## src/rtl/regfile_bypass_scoreboard.sv

```systemverilog
// regfile_bypass_scoreboard
//   Multi-port general-purpose register file with two prioritised write
//   ports, same-cycle write-to-read bypass and a per-register busy
//   scoreboard for RAW hazard detection.
//   Register 0 reads as zero, is never written and is never busy.
//   Optional feature: define REGFILE_BYTE_WRITE_EN to add per-byte write
//   enables on write port 0 (Write_Byte_Enable_0).
module regfile_bypass_scoreboard #(
    parameter int REGSIZE    = 5,
    parameter int DIGIT      = 32,
    parameter int READ_PORTS = 3
) (
    input  logic                          clock,
    input  logic                          reset,
    input  logic [READ_PORTS*REGSIZE-1:0] Read_Address,
    output logic [READ_PORTS*DIGIT-1:0]   Read_Data,
    output logic [READ_PORTS-1:0]         Read_Busy,
    input  logic                          Write_Enable_0,
    input  logic [REGSIZE-1:0]            Write_Address_0,
    input  logic [DIGIT-1:0]              Write_Data_0,
`ifdef REGFILE_BYTE_WRITE_EN
    input  logic [DIGIT/8-1:0]            Write_Byte_Enable_0,
`endif
    input  logic                          Write_Enable_1,
    input  logic [REGSIZE-1:0]            Write_Address_1,
    input  logic [DIGIT-1:0]              Write_Data_1,
    input  logic                          Reserve_Enable,
    input  logic [REGSIZE-1:0]            Reserve_Address,
    output logic [REGSIZE:0]              Busy_Count,
    output logic                          Conflict
);

    localparam int unsigned NREGS = 1 << REGSIZE;

    logic [DIGIT-1:0]   mem [NREGS];
    logic [NREGS-1:0]   busy;
    logic [NREGS-1:0]   busy_next;

    logic               we0;
    logic               we1;
    logic               res;
    logic               full0;
    logic               clr0;
    logic               clr1;
    logic [DIGIT-1:0]   wmask0;

    logic               rise;
    logic               fall0;
    logic               fall1;
    logic [REGSIZE:0]   count_next;

    logic [REGSIZE-1:0] rd_addr;
    logic               hit0;
    logic               hit1;
    logic [DIGIT-1:0]   rd_word;

`ifdef REGFILE_BYTE_WRITE_EN
    // Expand port-0 byte enables into a bit mask; only a full-word write retires a producer
    always_comb begin
        wmask0 = '0;
        for (int unsigned b = 0; b < DIGIT / 8; b++) begin
            wmask0[b*8 +: 8] = {8{Write_Byte_Enable_0[b]}};
        end
        full0 = &Write_Byte_Enable_0;
    end
`else
    // Port 0 always writes the full word
    always_comb begin
        wmask0 = '1;
        full0  = 1'b1;
    end
`endif

    // Qualify writes and reservations: address 0 is inert on every port
    always_comb begin
        we0  = Write_Enable_0 && (Write_Address_0 != '0);
        we1  = Write_Enable_1 && (Write_Address_1 != '0);
        res  = Reserve_Enable && (Reserve_Address != '0);
        clr0 = we0 && full0;
        clr1 = we1;
    end

    // Combinational read ports with write-to-read bypass (port 1 beats port 0 beats storage)
    always_comb begin
        Read_Data = '0;
        Read_Busy = '0;
        rd_addr   = '0;
        hit0      = 1'b0;
        hit1      = 1'b0;
        rd_word   = '0;
        for (int unsigned k = 0; k < READ_PORTS; k++) begin
            rd_addr = Read_Address[k*REGSIZE +: REGSIZE];
            hit1    = we1 && (Write_Address_1 == rd_addr);
            hit0    = we0 && (Write_Address_0 == rd_addr);
            if (hit1) begin
                rd_word = Write_Data_1;
            end else if (hit0) begin
                rd_word = (Write_Data_0 & wmask0) | (mem[rd_addr] & ~wmask0);
            end else begin
                rd_word = mem[rd_addr];
            end
            if (rd_addr != '0) begin
                Read_Data[k*DIGIT +: DIGIT] = rd_word;
                // A partial byte write does not retire the producer, so the operand stays busy
                Read_Busy[k] = busy[rd_addr] && !(hit1 || (hit0 && full0));
            end
        end
    end

    // Next scoreboard state: writebacks clear, then a reservation sets (new producer wins)
    always_comb begin
        busy_next = busy;
        if (clr0) begin
            busy_next[Write_Address_0] = 1'b0;
        end
        if (clr1) begin
            busy_next[Write_Address_1] = 1'b0;
        end
        if (res) begin
            busy_next[Reserve_Address] = 1'b1;
        end
        busy_next[0] = 1'b0;
    end

    // Incremental busy count: one possible rise, up to two distinct falls per edge
    always_comb begin
        rise  = res && !busy[Reserve_Address];
        fall0 = clr0 && busy[Write_Address_0]
                && !(res && (Reserve_Address == Write_Address_0));
        fall1 = clr1 && busy[Write_Address_1]
                && !(res && (Reserve_Address == Write_Address_1))
                && !(clr0 && (Write_Address_0 == Write_Address_1));
        count_next = Busy_Count
                     + {{REGSIZE{1'b0}}, rise}
                     - {{REGSIZE{1'b0}}, fall0}
                     - {{REGSIZE{1'b0}}, fall1};
    end

    // Register storage; port 1 is written last so it wins an address collision
    always_ff @(posedge clock or posedge reset) begin
        if (reset) begin
            for (int unsigned i = 0; i < NREGS; i++) begin
                mem[i] <= '0;
            end
        end else begin
            if (we0) begin
                mem[Write_Address_0] <= (Write_Data_0 & wmask0)
                                        | (mem[Write_Address_0] & ~wmask0);
            end
            if (we1) begin
                mem[Write_Address_1] <= Write_Data_1;
            end
        end
    end

    // Scoreboard busy bits
    always_ff @(posedge clock or posedge reset) begin
        if (reset) begin
            busy <= '0;
        end else begin
            busy <= busy_next;
        end
    end

    // Busy register count
    always_ff @(posedge clock or posedge reset) begin
        if (reset) begin
            Busy_Count <= '0;
        end else begin
            Busy_Count <= count_next;
        end
    end

    // Write-port collision flag, one cycle after both ports hit the same register
    always_ff @(posedge clock or posedge reset) begin
        if (reset) begin
            Conflict <= 1'b0;
        end else begin
            Conflict <= we0 && we1 && (Write_Address_0 == Write_Address_1);
        end
    end

endmodule

```

## config.mk

```make
export PLATFORM = sky130hd
export DESIGN_NAME = regfile_bypass_scoreboard
export DESIGN_NICKNAME = d
export VERILOG_FILES = /design/src/rtl/regfile_bypass_scoreboard.sv
export SDC_FILE = /design/constraint.sdc
export NUM_CORES = 2
export LEC_CHECK = 0
export BUFFER_PORTS_ARGS = -buffer_cell sky130_fd_sc_hd__clkbuf_2
export CAP_MARGIN = 5
export CORE_MARGIN = 1
export CORE_UTILIZATION = 45
export CTS_BUF_LIST = sky130_fd_sc_hd__clkbuf_4
export DETAILED_ROUTE_END_ITERATION = 10
export SYNTH_ARGS = -nofsm -noshare
export SYNTH_HDL_FRONTEND = slang
export SYNTH_SLANG_ARGS = --single-unit
```

## constraint.sdc

```tcl
create_clock -name clock -period 67.4 [get_ports clock]
set_clock_uncertainty 0.1 [all_clocks]
set_input_delay 20.22 -clock clock [delete_from_list [all_inputs] [get_ports clock]]
set_output_delay 20.22 -clock clock [all_outputs]
set_load 0.005 [all_outputs]
```

## Word-level counts from Yosys, hierarchy flattened

Index checks and enable logic that the tools add are counted.

| word-level totals | value |
|---|---|
| bits in registers | 1062 |
| output and inout bits | 106 |

| cells by class | value |
|---|---|
| muxes and demuxes | 50 |
| add/subtract/negate cells | 3 |
| magnitude comparators | 16 |
| reduce and logical (&&, ||, !) cells | 44 |
| equal/unequal tests | 9 |
| bitwise logic cells | 10 |

Operators with widths:

| operator | number |
|---|---|
| $bwmux W1024 | 2 |
| $mux W1024 | 2 |
| $mux W32 | 20 |
| $bmux W32 S5 | 3 |
| $demux W32 S5 | 2 |
| $and A32 B32 Y32 | 2 |
| $not A32 Y32 | 2 |
| $eq A5 B5 Y1 | 9 |
| $lt A5 B6 Y1 const B | 6 |
| $or A32 B32 Y32 | 1 |
| $bmux W1 S5 | 6 |
| $ge A6 B6 Y1 const B | 5 |
| $not A5 Y6 | 5 |
| $reduce_bool A5 Y1 | 6 |
| $logic_and A1 B1 Y1 | 28 |
| $demux W1 S5 | 3 |
| $ge A5 B1 Y1 const B | 3 |
| $lt A6 B1 Y1 const B | 2 |
| $mux W1 | 12 |
| $sub A6 B1 Y6 | 2 |
| $logic_not A1 Y1 | 7 |
| $add A6 B1 Y6 | 1 |
| $logic_or A1 B1 Y1 | 3 |

## Depth between registers and ports, before layout

| logic depth | value |
|---|---|
| word-level depth | 11 |
| depth in mapped cells | 18 |
| depth with buffers taken out | 15 |

## Least setup slack after synthesis

Ideal clock, no wire load.

| timing | value |
|---|---|
| kind | input port to output port |
| start | input port Read_Address[5] |
| end | output port Read_Data[39] |
| cell stages on the path | 8 |
| data arrival time | 22.046 ns |
| slack | 25.034 ns |
| buffers on the path | 4 |
| path through | buf_2 > buf_4 > buf_2 > buf_2 > mux4_2 > a21oi_1 > a211oi_1 > a221o_1 |

| between the ends | value |
|---|---|
| longest elaborated chain between the ends | 7 |

Ends and longest elaborated chain:

| element | RTL line | text |
|---|---|---|
| from (decl) | 15 | `input logic [READ_PORTS*REGSIZE-1:0] Read_Address,` |
| $not A5 Y6 (implied by the code) | 100 | `rd_word = mem[rd_addr];` |
| $bmux W32 S5 | 100 |  |
| $mux W32 (implied by the code) (2 in a row) | 100 |  |
| $mux W32 | 97 | `end else if (hit0) begin` |
| $mux W32 | 95 | `if (hit1) begin` |
| $mux W32 * | 102 | `if (rd_addr != '0) begin` |
| to (decl) | 16 | `output logic [READ_PORTS*DIGIT-1:0] Read_Data,` |

Mark *: on every way between the ends. The rest lies on a longest branch, timed or not. The select of a mux whose other input is x is not followed.

## Worst setup path in the final report

| timing | value |
|---|---|
| start | input port Read_Address[6] |
| end | output port Read_Data[47] |

Same word-level chain as after synthesis.

==> key figures <==
Synthesis
  • Synth Cell Area: 0.0775 mm2
  • EDFF count, synth: 0
  • Ys Warns: 0
  • Post-Syn Nets: 8069
  • Post-synth top cells: mux2i_1, dfrtp_1, a21oi_1
  • Synth Area per Inst: 9.73 um2
  • Mapped Cells: 7962
  • Synth cell types: 63
  • Count leader, synth: mux2i_1
  • Post-synthesis sequential area ratio: 0.343
  • Top cell type's share of synthesized area: 0.343
  • Synth Flop Type: dfrtp_1
  • Ys async rst share: 1.00
  • Seq cells post-synth: 1062
  • Top cells by area, synth: dfrtp_1, mux2i_1, mux4_2
  • Post-synth top area cell: dfrtp_1

Floorplanning
  • IO Pins: 205
  • Core area: 0.170 mm2
  • Die Span Y: 417 um
  • Die area: 0.174 mm2
  • Starting Density: 0.455
  • Num rows: 151
  • Die W: 417 um

Final layout
  • Area grow syn2layout: 6.81%
  • Layout cells sized above 1: 0.189
  • Final #Nets: 7726
  • Filler cells: 15955

Placed design
  • RePlAce Congestion: 0.927
  • Worst slack, placed: 22.59 ns
  • DP Wirelength: 197 mm
  • Port buffer count: 204

Clock tree
  • Reg clk slew, reported paths: 0.06 ns
  • Post-CTS setup buffers: 0
  • TritonCTS clock tree: done
  • H-tree depth: 5
  • Root Driver: clkbuf_4
  • CTS resizes: 0
  • Number of hold-repair buffers added at the cts stage: 0
  • CTS max path bufs: 4
  • Clock Sinks: 1062
  • Num CTS Buffers: 332
  • Worst skew pair latency: 1.39 ns

Route
  • Routed length per placed instance: 35.3 um
  • Pre-antenna DRT Iters: 6
  • Total number of vias: 72284
  • WL final: 359 mm
  • Initial drt markers: 11285
  • Routed Antenna Nets: 0
  • Vias per cell: 7.12
  • # DRC: 0

GRT
  • Vias in the first global route: 69368
  • Global-route wire length before repair: 508 mm
  • Largest net degree at the start of global routing: 171
  • GRT overflow: 0
  • Initial antenna violation count: 29
  • Total track usage: 0.404

Job
  • Max-Cap Viols: 0

Timing
  • Final Hold Viols: 0
  • Fmax: 22.2 MHz
  • Setup violators final: 0
  • Period utilisation layout: 0.669
  • Final Max Slew Viols: 0
  • PnR worst setup slack: 22.29 ns
  • Slew headroom: 0.0618
  • Crit path time final: 45.11 ns
  • Worst-margin pin slew: 1.40 ns
  • Post-Route Setup TNS: 0 ns
  • Unrepaired setup endpoints after global routing: false

Worst setup path
  • CP Data Arrival Time: 24.79 ns
  • Crit start category: primary input
  • Critical Path End Type: primary output
  • Critical path required time: 47.08 ns
  • Setup CP Type: primary input to primary output
  • Crit Path Max Fanout: 61

Pwr
  • P_leak: 36.7 nW
  • P per Cell Area: 28.1 mW/mm2
  • Worst IR drop on VDD: 0.0000215 V

Worst hold path
  • Worst min-delay path class: register to register

Status
  • Status: complete, no violations
-- per-layer routing --
layer | global-route usage | part of all wire | vias to the layer above
met1 | 0.485 | 0.35 | 35019
li1 | - | - | 29233
met5 | 0 | 0.00026 | -
met4 | 0.338 | 0.096 | 14
met2 | 0.590 | 0.42 | 6109
met3 | 0.130 | 0.13 | 1909
-- worst paths after layout --
check                                    start                       to  slack, ns  cells past startpoint
setup / recovery               Read_Address[6]            Read_Data[47]      22.29                     10
hold / removal             mem[1015]$_DFF_PP0_      mem[1015]$_DFF_PP0_       0.31                      0
setup reg to reg            busy[15]$_DFF_PP0_  Busy_Count[5]$_DFF_PP0_      63.68                     12
hold reg to reg            mem[1015]$_DFF_PP0_      mem[1015]$_DFF_PP0_       0.31                      0
max in group asynchronous                reset       mem[727]$_DFF_PP0_      44.91                      5
min in group asynchronous                reset       mem[870]$_DFF_PP0_      18.88                      2
-- report_power, final --
part | internal (W) | leakage [nW] | switching, W
logic | 0.000353 | 21.5 | 0.000349
clock network | 0.000317 | 2.29 | 0.000322
registers | 0.000805 | 12.9 | 0.000176
total | 0.00147 | 36.7 | 0.000847
-- cells by family (layout without fill, tap and decap cells) --
family                   after synthesis  count (layout)  synth area share
AO/OA/AOI/OAI                       1956            1956             0.155
XOR/XNOR                              49              49           0.00554
adder cells (fa/ha/maj)                8               8           0.00149
buffers and inverters               1069             929            0.0590
flip-flops                          1062            1062             0.343
multiplexers                        2088            2088             0.339
other                                  0              29                 0
AND/OR/NAND/NOR                     1730            1730            0.0973
-- through the flow --
stage / hold slack [ns] / instances / area (um2) / utilization / total power (W)
after floorplan: 0.358 / 7962 / 77500 / - / 0.00147
after global placement: 0.293 / 9580 / 78900 / 0.463 / 0.00164
final: 0.313 / 10146 / 82700 / 0.486 / 0.00232
after global routing: 0.331 / 10137 / 82700 / 0.486 / 0.00243
after detailed placement: 0.302 / 9580 / 78900 / 0.463 / 0.00167
after CTS: 0.314 / 10117 / 82700 / 0.486 / 0.00230
-- flip-flops by register name (all words and copies together) (netlist names) --
| name | count |
|---|---|
| Conflict | 1 |
| mem | 1024 |
| Busy_Count | 6 |
| busy | 31 |
-- placed cells by master (no fill, tap or decap), types with 127 or more instances in the layout --
master and count:
a211oi_1 190, a21oi_1 872, a32oi_1 127, buf_4 175, clkbuf_2 189, clkbuf_4 464
dfrtp_1 1062, mux2i_1 1567, mux4_2 417, nand2_1 475, nor2_1 735, o21ai_0 313
o22ai_1 187
-- layout make-up --
type / instances / area (um2) / area share
Inverter: 12 / 52.6 / 0.000635
Clock inverter: 73 / 307 / 0.00371
Multi-Input combinational cell: 5831 / 46900 / 0.567
Antenna cell: 29 / 72.6 / 0.000877
Sequential cell: 1062 / 26600 / 0.321
Timing Repair Buffer: 380 / 2500 / 0.0302
Clock buffer: 464 / 3480 / 0.0421
Tap cell: 2295 / 2870 / 0.0347
-- worst max-delay path: stages --
cell	delay (ns)
buf_8	0.50
buf_4	0.83
buf_4	0.71
mux4_2	0.41
o22ai_1	0.18
a211oi_1	0.07
nor4_1	1.02
a211oi_1	0.24
a221o_1	0.33
clkbuf_2	0.11
Note: power is estimated with default switching activity, not from simulation.
